==> config.mk <==
export PLATFORM = sky130hd
export DESIGN_NAME = gas_event_detect
export DESIGN_NICKNAME = d
export VERILOG_FILES = /design/src/rtl/gas_event_detect.sv
export SDC_FILE = /design/constraint.sdc
export NUM_CORES = 1
export LEC_CHECK = 0
export BUFFER_PORTS_ARGS = -buffer_cell sky130_fd_sc_hd__buf_2
export CAP_MARGIN = 20
export CELL_PAD_IN_SITES_DETAIL_PLACEMENT = 0
export CELL_PAD_IN_SITES_GLOBAL_PLACEMENT = 1
export CORE_MARGIN = 4
export CORE_UTILIZATION = 32
export DETAILED_ROUTE_END_ITERATION = 7
export HOLD_SLACK_MARGIN = 0.15
export PLACE_DENSITY = 0.58
export SLEW_MARGIN = 10
export SYNTH_ARGS = -nofsm -noshare
export SYNTH_HDL_FRONTEND = slang
export SYNTH_SLANG_ARGS = --single-unit
==> constraint.sdc <==
create_clock -name clk_50M -period 3.7 [get_ports clk_50M]
set_input_delay 0.185 -clock clk_50M [delete_from_list [all_inputs] [get_ports clk_50M]]
set_output_delay 0.185 -clock clk_50M [all_outputs]
set_load 0.01 [all_outputs]
==> src/rtl/gas_event_detect.sv <==
// gas_event_detect: debounced multi-channel gas sensor edge detector with sticky alarms and a voice request arbiter.
module gas_event_detect #(
    parameter int N_CH     = 4,
    parameter int SYNC_STG = 3,
    parameter int DB_CYC   = 1000,
    parameter int GAP_CYC  = 50000,
    localparam int CH_W    = (N_CH > 1) ? $clog2(N_CH) : 1
) (
    input  logic              clk_50M,
    input  logic              s_rst_n,
    input  logic [N_CH-1:0]   det_in,
    input  logic [2*N_CH-1:0] edge_mode,
    input  logic [N_CH-1:0]   flag_clr,
    input  logic              voice_ack,
    output logic [N_CH-1:0]   det_level,
    output logic [N_CH-1:0]   edge_pulse,
    output logic [N_CH-1:0]   alarm_flag,
    output logic              voice_req,
    output logic [CH_W-1:0]   voice_ch
);
    typedef enum logic [1:0] {IDLE, REQ, GAP} state_t;
    state_t            state, state_nxt;
    logic [N_CH-1:0]   det_prev, pending, ack_clr, pulse_nxt;
    logic [CH_W-1:0]   ch_nxt, lowest;
    logic [19:0]       gap_cnt, gap_nxt;
    for (genvar i = 0; i < N_CH; i++) begin : g_ch
        logic [SYNC_STG-1:0] sync_q;
        logic [15:0]         db_cnt;
        logic                lvl;
        always_ff @(posedge clk_50M or negedge s_rst_n) begin
            if (!s_rst_n) begin
                sync_q <= '0;
                db_cnt <= '0;
                lvl    <= 1'b0;
            end else begin
                sync_q <= {sync_q[SYNC_STG-2:0], det_in[i]};
                if (sync_q[SYNC_STG-1] == lvl)
                    db_cnt <= '0;
                else if (db_cnt == 16'(DB_CYC - 1)) begin
                    lvl    <= sync_q[SYNC_STG-1];
                    db_cnt <= '0;
                end else
                    db_cnt <= db_cnt + 16'd1;
            end
        end
        assign det_level[i] = lvl;
        // mode is sampled at the transition, so a mode change alone never pulses
        assign pulse_nxt[i] = (lvl & ~det_prev[i] & edge_mode[2*i]) |
                              (~lvl & det_prev[i] & edge_mode[2*i+1]);
    end
    always_comb begin
        state_nxt = state;
        ch_nxt    = voice_ch;
        gap_nxt   = gap_cnt;
        ack_clr   = '0;
        lowest    = '0;
        for (int k = N_CH - 1; k >= 0; k--)
            if (pending[k]) lowest = CH_W'(k);
        case (state)
            IDLE: if (|pending) begin
                state_nxt = REQ;
                ch_nxt    = lowest;
            end
            REQ: if (voice_ack) begin
                state_nxt = GAP;
                gap_nxt   = 20'(GAP_CYC - 1);
                ack_clr   = N_CH'(1) << voice_ch;
            end
            GAP: begin
                state_nxt = (gap_cnt == 20'd0) ? IDLE : GAP;
                gap_nxt   = (gap_cnt == 20'd0) ? gap_cnt : gap_cnt - 20'd1;
            end
            default: state_nxt = IDLE;
        endcase
    end
    always_ff @(posedge clk_50M or negedge s_rst_n) begin
        if (!s_rst_n) begin
            state      <= IDLE;
            voice_ch   <= '0;
            gap_cnt    <= '0;
            det_prev   <= '0;
            edge_pulse <= '0;
            alarm_flag <= '0;
            pending    <= '0;
        end else begin
            state      <= state_nxt;
            voice_ch   <= ch_nxt;
            gap_cnt    <= gap_nxt;
            det_prev   <= det_level;
            edge_pulse <= pulse_nxt;
            // set wins over both flag_clr and acknowledge
            alarm_flag <= (alarm_flag & ~flag_clr) | edge_pulse;
            pending    <= (pending & ~ack_clr) | edge_pulse;
        end
    end
    assign voice_req = (state == REQ);
endmodule

======== Word level (Yosys, flattened, before mapping) ========
Cells that the tools add are included.
storage, ports and cells
  flip-flop bits (word level) ............. 120
  input port bits ......................... 19
operators by class
  add/subtract/negate cells ............... 5
  equality and inequality tests ........... 13
  shift-type cells ........................ 1
  mux-type cells .......................... 21
  bitwise operators ....................... 38
  reductions and logical operators ........ 11
operators by type and width
  cell                     count
  $mux W16                 8
  $add A16 B1 Y16 const B  4
  $eq A16 B10 Y1 const B   4
  $mux W20                 2
  $pmux W20 S2             1
  $logic_not A20 Y1        1
  $sub A20 B1 Y20 const B  1
  $and A1 B1 Y1            16
  $mux W2                  7
  $not A1 Y1               12
  $reduce_and A2 Y1        6
  $and A4 B4 Y4            2
  $mux W4                  2
  $not A4 Y4               2
  $or A4 B4 Y4             2
  $ne A2 B2 Y1 const B     3
  $pmux W2 S3              1
  $eq A1 B1 Y1             4
  $or A1 B1 Y1             4
  $reduce_or A4 Y1         1
  $shl A1 B2 Y4 const A    1
  $reduce_and A3 Y1        1
  $eq A2 B1 Y1 const B     1
  $eq A2 B2 Y1 const B     1
  other kinds (2)          2

======== Logic depth before layout (Yosys ltp) ========
Gate-level depths: netlist of the first run.
  depth after elaboration ................. 6
  depth in mapped cells ................... 7
  gate-level depth less buffers ........... 6

======== Worst setup path before layout of the first run ========
OpenSTA, ideal clock, no wires.
  path kind ............................... reg-to-reg
  start ................................... register g_ch[2].db_cnt[11]
  end ..................................... register g_ch[2].db_cnt[10]
  library setup time ...................... 0.119 ns
  arrival time ............................ 1.601 ns
  setup slack ............................. 1.980 ns
  stages on the path, launching flop included .. 7
  path through ............................ dfrtp_1 > or4_1 > nor4_1 > nand4_1 > nand2_2 > buf_6 > nor2_1
on the way
  word-level cells in the longest chain between the ends .. 3
RTL lines
  element                 RTL line  source
  start, declared         28        logic [15:0] db_cnt;
  start signal, assigned  43        db_cnt <= db_cnt + 16'd1;
  $eq A16 B10 Y1          39        else if (db_cnt == 16'(DB_CYC - 1)) begin
  $mux W16                39
  $mux W16                37        if (sync_q[SYNC_STG-1] == lvl)
No other way between the ends.
A chain may end at the register's enable or synchronous reset.

======== Final worst setup path of the first run ========
  start ................................... register gap_cnt[12]
  end ..................................... register gap_cnt[0]
on the way
  word-level cells in the longest chain between the ends .. 3
RTL lines
  element                             RTL line  source
  start, declared                     25        logic [19:0] gap_cnt, gap_nxt;
  start signal, assigned              88        gap_cnt <= gap_nxt;
  $logic_not A20 Y1                   71        gap_nxt = (gap_cnt == 20'd0) ? gap_cnt : gap_cnt - 20'd1;
  $ne A2 B2 Y1 (no source line)       -
  $reduce_and A3 Y1 (no source line)  -
No other way between the ends.

==> qor.csv, run 1 <==
stage;metric;value;unit
sta;actual slew at the worst max-slew pin;0.6883;ns
detailed_routing;Routed Antenna Nets;0;
floorplan;Ports;34;
worst_setup_path;reg2reg start;gap_cnt[12];
worst_setup_path;crit path capture type;register;
synthesis;syn_nets;517;
synthesis;sequential share of the synthesized area;0.5552;
pwr;PD cells;446.3;mW/mm2
synthesis;Synth warnings;0;
synthesis;Async SR Flop Fraction;1.000;
detailed_routing;via-per-instance ratio;4.809;
synthesis;Syn Area/Cell;10.99;um2
global_routing;antenna violations before repair;0;
sta;Final Critical Period;1.935;ns
finish;area delta synth->final;20.06;%
detailed_routing;WL per Instance;13.04;um
sta;Slew Viols, Final;0;
sta;skew final;0.002749;ns
sta;Setup TNS;0;ns
synthesis;mapped cell area;0.005409;mm2
floorplan;Initial Util;0.3262;
finish;post-route insts no fill;779;
worst_setup_path;Critical Path RT;3.99;ns
placement;PortBufs;33;
cts;Sink Count;120;
worst_setup_path;origin of the worst setup path;gap_cnt[12];
hold_path;Worst Hold Depth;0;
global_routing;Tot GR Track Use;0.1135;
sta;Final Hold Vio Count;0;
sta;Setup-failing EPs final;0;
synthesis;top post-synthesis cells by area;dfrtp_1, xor2_1, nor2_1;
pwr;Peak VDD IR;0.2878;mV
cts;Worst-path clk slew;0.05;ns
cts;CTS tree;done;
global_routing;GRT overflow;0;
synthesis;EDFF count, synth;0;
synthesis;Synth Register Bits;120;
sta;Fmax;0.5167;GHz
synthesis;Mapped Cells;492;
floorplan;row cnt;47;
cts;Clock Latency Late Sink;0.41;ns
run_status;status;finished, final reports clean;
placement;GPL Wtd Cong;0.7511;
synthesis;most numerous cell in the Yosys netlist;dfrtp_1;
synthesis;area share of the largest cell type after synthesis;0.5552;
worst_setup_path;R2R depth;5;
detailed_routing;Routed WL;10160;um
placement;post-DP HPWL;6670;um
global_routing;largest net degree at the start of global routing;121;
worst_setup_path;critical path launch point type;register;
detailed_routing;DR pass1 iterations;4;
job;Max Cap Viol;0;
worst_setup_path;Crit Path Max Fanout;5;
synthesis;Primary FF master, synth;dfrtp_1;
detailed_routing;drt first-iter violations;204;
detailed_routing;drt drc;0;
sta;RSZ-0062 raised after global routing;no;
global_routing;vias in the first global route;3738;
finish;ANT cells;0;
worst_setup_path;crit path DAT;2.23;ns
floorplan;Die ar.;0.01905;mm2
sta;relative slew slack;0.5411;
synthesis;top post-synthesis cells by count;dfrtp_1, nor2_1, xor2_1, nand3_1, nand2_1;
cts;TritonCTS Buffers;17;
floorplan;die width;138.0;um
cts;clk buf depth;2;
floorplan;Chip Height;138.0;um
pwr;Static Leak;2.945;nW
hold_path;worst hold path class;register to register;
cts;H-tree depth;4;
hold_path;min-delay src;g_ch[2].sync_q[1];
synthesis;Synth cell types;56;
floorplan;core box area;0.01658;mm2
synthesis;post-synth top area cell;dfrtp_1;
finish;layout cells sized above 1;0.1395;
placement;post-placement cell count;733;
sta;period utilization;0.5231;
detailed_routing;DR vias;3746;
cts;CTS Root Buffer Type;clkbuf_16;
global_routing;first-pass GRT wire length;18040;um
worst_setup_path;CP Class;register to register;
finish;Post-layout nets;575;
-- through the flow --
stage / hold WS (ns) / util / instance area [um2] / total power [mW] / worst slack, ns
finish: 0.3461 / 0.3916 / 6494 / 2.898 / 1.765
global route: 0.3531 / 0.3916 / 6494 / 3.013 / 1.590
CTS: 0.3498 / 0.3916 / 6494 / 2.949 / 1.754
detailed placement: 0.2943 / 0.3495 / 5796 / 1.443 / 1.775
global placement: 0.2954 / 0.3495 / 5796 / 1.441 / 1.770
floorplan: -0.1106 / - / 5409 / 1.394 / 1.980
-- cell type report --
cell class,instances,area (um2)
Clock buffer,23,467.9
Clock inverter,5,50.05
Fill cell,1639,10090
Inverter,9,33.78
Multi-Input combinational cell,350,2296
Sequential cell,120,3003
Tap cell,220,275.3
Timing Repair Buffer,52,367.9
-- registers in the layout, indices dropped and copies added, names as in the netlist --
signal and cells:
alarm_flag 4, det_prev 4, edge_pulse 4, g_ch.db_cnt 64, g_ch.lvl 4, g_ch.sync_q 12, gap_cnt 20, pending 4
state 2, voice_ch 2
-- cell families (layout without fill, tap and decap cells) --
group,count (synthesis),count (layout),share of synthesized area
AND/OR/NAND/NOR,228,228,0.2292
buffers and inverters,22,89,0.02036
adder cells (fa/ha/maj),6,6,0.01388
multiplexers,7,7,0.01411
flip-flops,120,120,0.5552
XOR/XNOR,61,61,0.09878
AO/OA/AOI/OAI,48,48,0.06847
-- worst paths after layout --
check | slack [ns] | endpoint
max | 1.76 | gap_cnt[0]
min | 0.35 | g_ch[2].sync_q[2]
max reg2reg | 1.76 | gap_cnt[0]
min reg2reg | 0.35 | g_ch[2].sync_q[2]
max in group asynchronous | 2.77 | g_ch[2].db_cnt[14]
min in group asynchronous | 0.39 | g_ch[2].db_cnt[6]
-- what timing repair did --
action | CTS | global route
hold buffers | 18 | 0
buffers inserted | 0 | 0
endpoints found under the hold margin | 133 | 0
gates resized for setup | 0 | 0
-- critical path: stages (launching register included) --
cell and delay (ns):
dfrtp_1 0.45, nor4_4 0.38, nand2_1 0.26, o31ai_4 0.33
nand2_1 0.11, mux2_2 0.29
-- cells in the final DEF, fill, tap and decap left out, types with 6 or more instances in the layout --
cell type,n
xor2_1,40
buf_2,32
nor4_1,6
dlygate4sd3_1,18
nor2_1,69
nand3b_1,7
a21o_1,7
dfrtp_1,120
nor3_1,7
a21oi_1,6
and4_1,9
and3_1,22
clkbuf_16,17
o21ai_0,11
inv_1,9
nand3_1,32
xnor2_1,21
ha_1,6
nand4_1,15
nand2_1,31
-- metal layers --
layer | global-route usage | up-vias | part of all wire
met5 | 0 | - | 0
met1 | 0.1524 | 1827 | 0.49
met3 | 0.02970 | 18 | 0.029
met2 | 0.1729 | 45 | 0.46
li1 | - | 1856 | -
met4 | 0.05148 | 0 | 0.022
-- where the power goes --
group | switching [mW] | total [mW] | internal, mW
Sequential | 0.0150 | 1.35 | 1.33
Combinational | 0.0503 | 0.0818 | 0.0316
Clock | 0.533 | 1.47 | 0.936
Total | 0.599 | 2.90 | 2.30
(Power assumes the default switching activity.)
==> run 2, diff against run 1 <==
--- a/config.mk
+++ b/config.mk
@@ -13,7 +13,7 @@
 export CORE_UTILIZATION = 32
 export DETAILED_ROUTE_END_ITERATION = 7
 export HOLD_SLACK_MARGIN = 0.15
-export PLACE_DENSITY = 0.58
+export PLACE_DENSITY = 0.6
 export SLEW_MARGIN = 10
 export SYNTH_ARGS = -nofsm -noshare
 export SYNTH_HDL_FRONTEND = slang
==> constraint.sdc (replaced) <==
create_clock -name clk_50M -period 1.7 [get_ports clk_50M]
set_input_delay 0.085 -clock clk_50M [delete_from_list [all_inputs] [get_ports clk_50M]]
set_output_delay 0.085 -clock clk_50M [all_outputs]
set_load 0.01 [all_outputs]
==> run 2 against run 1 <==
  * The flow now finishes with violations (negative setup slack)
  * Wire length rose by 11%
  * Core utilization rose by 6.2 points
  * Clock-buffer cell count fell by 2
  * Sequential cell count did not move
  * Die area did not move
  * Register-to-register slack got worse by 1.9 ns
  * First-iteration DRC count fell by 12%
  * Sequential share of layout area fell by 6.3 points
  * Final cell count rose by 10%
  * Setup slack got worse by 1.9 ns
  * Critical path type unchanged
  * Highest routed layer unchanged
==> qor.csv, run 2 (synthesized netlist as in run 1, its figures left out) <==
stage;metric;value;unit;change
worst_setup_path;Bufs and invs on worst path;1;;+1
cts;clk buf depth;2;;unchanged
cts;H-tree depth;4;;unchanged
floorplan;Ports;34;;unchanged
run_status;violated checks;negative setup slack;;
detailed_routing;DR vias;4058;;+8.3%
cts;CTS Root Buffer Type;clkbuf_16;;
worst_setup_path;Critical Path RT;2.01;ns;-1.98 ns
worst_setup_path;origin of the worst setup path;g_ch[2].db_cnt[11];;
worst_setup_path;reg2reg start;g_ch[2].db_cnt[11];;
global_routing;largest net degree at the start of global routing;38;;-69%
worst_setup_path;worst r2r dst;g_ch[2].db_cnt[7];;
pwr;Static Leak;3.449;nW;+17%
floorplan;core box area;0.01658;mm2;unchanged
sta;Setup TNS;-1.398;ns;-1.398 ns
worst_setup_path;R2R setup slack;-0.09;ns;-1.86 ns
hold_path;worst hold path class;input pin to async pin;;
detailed_routing;via-per-instance ratio;4.735;;-1.5%
finish;area delta synth->final;38.98;%;
cts;Worst-path clk slew;0.05;ns;about the same
global_routing;met3 Usage GRT;0.03108;;+0.001381
detailed_routing;WL per Instance;13.11;um;+0.52%
global_routing;first-pass GRT wire length;19620;um;+8.7%
worst_setup_path;crit path DAT;2.10;ns;-0.13 ns
finish;# fillers;1572;;-4.1%
global_routing;Tot GR Track Use;0.1232;;+0.009732
sta;Slew Viols, Final;0;;unchanged
sta;RSZ-0062 raised after global routing;yes;;
global_routing;antenna violations before repair;0;;unchanged
sta;relative slew slack;0.6582;;+0.1170
global_routing;GRT overflow;0;;unchanged
sta;Final Hold Vio Count;0;;unchanged
global_routing;most crowded layer after global routing;met2;;
global_routing;vias in the first global route;4190;;+12%
global_routing;GR Util met2;0.1973;;+0.02441
floorplan;Chip Height;138.0;um;unchanged
finish;Finished Core Util;0.4533;;+0.06172
worst_setup_path;crit path to;g_ch[2].db_cnt[7];;
worst_setup_path;Critical Path, Cell by Cell;or4_4, nor4_2, nand4_1, nand2_2, clkbuf_16, nor2_2;;
sta;Setup-failing EPs final;22;;+22
placement;GPL Wtd Cong;0.7882;;+4.9%
worst_setup_path;crit path capture type;register;;
placement;PortBufs;33;;unchanged
floorplan;row cnt;47;;unchanged
pwr;PD cells;959.5;mW/mm2;+110%
sta;Final Critical Period;1.795;ns;-0.1405 ns
cts;CTS tree;done;;
worst_setup_path;CP max stage cell;or4_4;;
finish;layout cells sized above 1;0.3171;;+0.1776
worst_setup_path;Worst path depth;6;;+1
floorplan;die width;138.0;um;unchanged
cts;Clock Latency Late Sink;0.42;ns;about the same
finish;multi-input logic area;0.002559;mm2;+11%
detailed_routing;drt drc;0;;unchanged
finish;Largest regs;g_ch.db_cnt (64), gap_cnt (20), g_ch.sync_q (12);;
finish;most common cell after layout, fill and taps aside;dfrtp_1;;
worst_setup_path;R2R depth;6;;+1
pwr;Tot Pwr;7.213;mW;+150%
worst_setup_path;Top Family by Delay on Critical Path;simple AND/OR/NAND/NOR gates;;
sta;setup ws final;-0.09499;ns;-1.860 ns
detailed_routing;DR pass1 iterations;4;;unchanged
job;Max Cap Viol;0;;unchanged
pwr;Peak VDD IR;0.7279;mV;+150%
sta;Fmax;0.5571;GHz;+7.8%
finish;most frequent cells in the layout;dfrtp_1, buf_4, nor2_1;;
cts;TritonCTS Buffers;17;;unchanged
cts;Sink Count;120;;unchanged
finish;Reg with most FFs;g_ch.db_cnt;;
finish;ANT cells;0;;unchanged
global_routing;M1 GR Usage;0.1574;;+0.005066
placement;post-DP HPWL;7537;um;+13%
worst_setup_path;CP Class;register to register;;
worst_setup_path;critical path launch point type;register;;
finish;Post-layout nets;649;;+13%
run_status;status;complete, but fails checks;;
sta;period utilization;1.056;;+0.5328
floorplan;Initial Util;0.3262;;unchanged
placement;DP Area;0.006269;mm2;+8.2%
worst_setup_path;Critical Path Max Stage Delay;0.53;ns;+0.08 ns
worst_setup_path;Crit Path Max Fanout;7;;+2
finish;post-route insts no fill;857;;+10%
finish;max reg flops;64;;unchanged
floorplan;Die ar.;0.01905;mm2;unchanged
sta;skew final;0.005385;ns;+0.002637 ns
sta;actual slew at the worst max-slew pin;0.5128;ns;-0.1755 ns
placement;post-placement cell count;792;;+8.0%
finish;Sequential Area;0.003004;mm2;about the same
finish;Final Instance Area;0.007517;mm2;+16%
detailed_routing;drt first-iter violations;180;;-12%
detailed_routing;Routed WL;11240;um;+11%
detailed_routing;Routed Antenna Nets;0;;unchanged
[run 2: changes by cell type in the layout (fill, tap and decap cells not counted), moves of 5 or more]
cell,delta
nor2_2,+9
nor2_1,-18
nor4_1,-5
buf_4,+66
nor2_4,+9
[run 2: per-layer routing]
metal,wire length (um),vias up,part of all wire
li1,-,1999,-
met1,5320,1989,0.47
met2,5407,52,0.48
met3,319,18,0.028
met4,188,0,0.017
met5,0,-,0
[run 2: repair_timing]
action / 4_1_cts / 5_1_grt
hold buffers: 18 / 0
pin swaps: 10 / 37
cloned: 1 / 1
setup endpoints to repair: 43 / 55
hold endpoints to repair: 133 / 0
buffers inserted: 5 / 9
gates resized for setup: 13 / 55
[run 2: worst reg2reg max path, stage by stage, from the launching register on]
cell,delay [ns]
dfrtp_1,0.37
or4_4,0.53
nor4_2,0.14
nand4_1,0.22
nand2_2,0.19
clkbuf_16,0.19
nor2_2,0.04
[run 2: layout make-up]
class	count	share of cell area
repair buffers	125	0.1295
inverters	9	0.004494
flip-flops and latches	120	0.3996
clock buffers	21	0.06391
clock inverters	11	0.02547
multi-input cells	351	0.3404
well taps	220	0.03662
[run 2: power by group]
part           total, mW  switching (mW)  internal, mW  leakage (nW)
Sequential          2.92          0.0259          2.90          1.54
Clock               4.05            1.29          2.75         0.322
Combinational      0.245           0.135         0.110          1.59
Total               7.21            1.45          5.76          3.45
[run 2: how the worst min path moves through the flow]
stage | cells past startpoint | slack (ns) | startpoint | end
2_1_floorplan | 0 | -0.21 | s_rst_n | alarm_flag[0]
3_3_place_gp | 1 | 0.09 | s_rst_n | g_ch[2].sync_q[1]
3_5_place_dp | 1 | 0.1 | s_rst_n | g_ch[2].sync_q[1]
4_1_cts | 2 | 0.19 | s_rst_n | g_ch[2].sync_q[1]
5_1_grt | 2 | 0.22 | s_rst_n | g_ch[2].sync_q[1]
6_report | 2 | 0.17 | s_rst_n | g_ch[2].sync_q[1]
[run 2: through the flow]
stage | worst slack (ns) | hold WS [ns]
floorplan | 0.001768 | -0.2106
global placement | -0.07791 | 0.09379
detailed placement | -0.1074 | 0.09840
CTS | -0.07394 | 0.1941
global route | -0.1826 | 0.2241
finish | -0.09499 | 0.1749
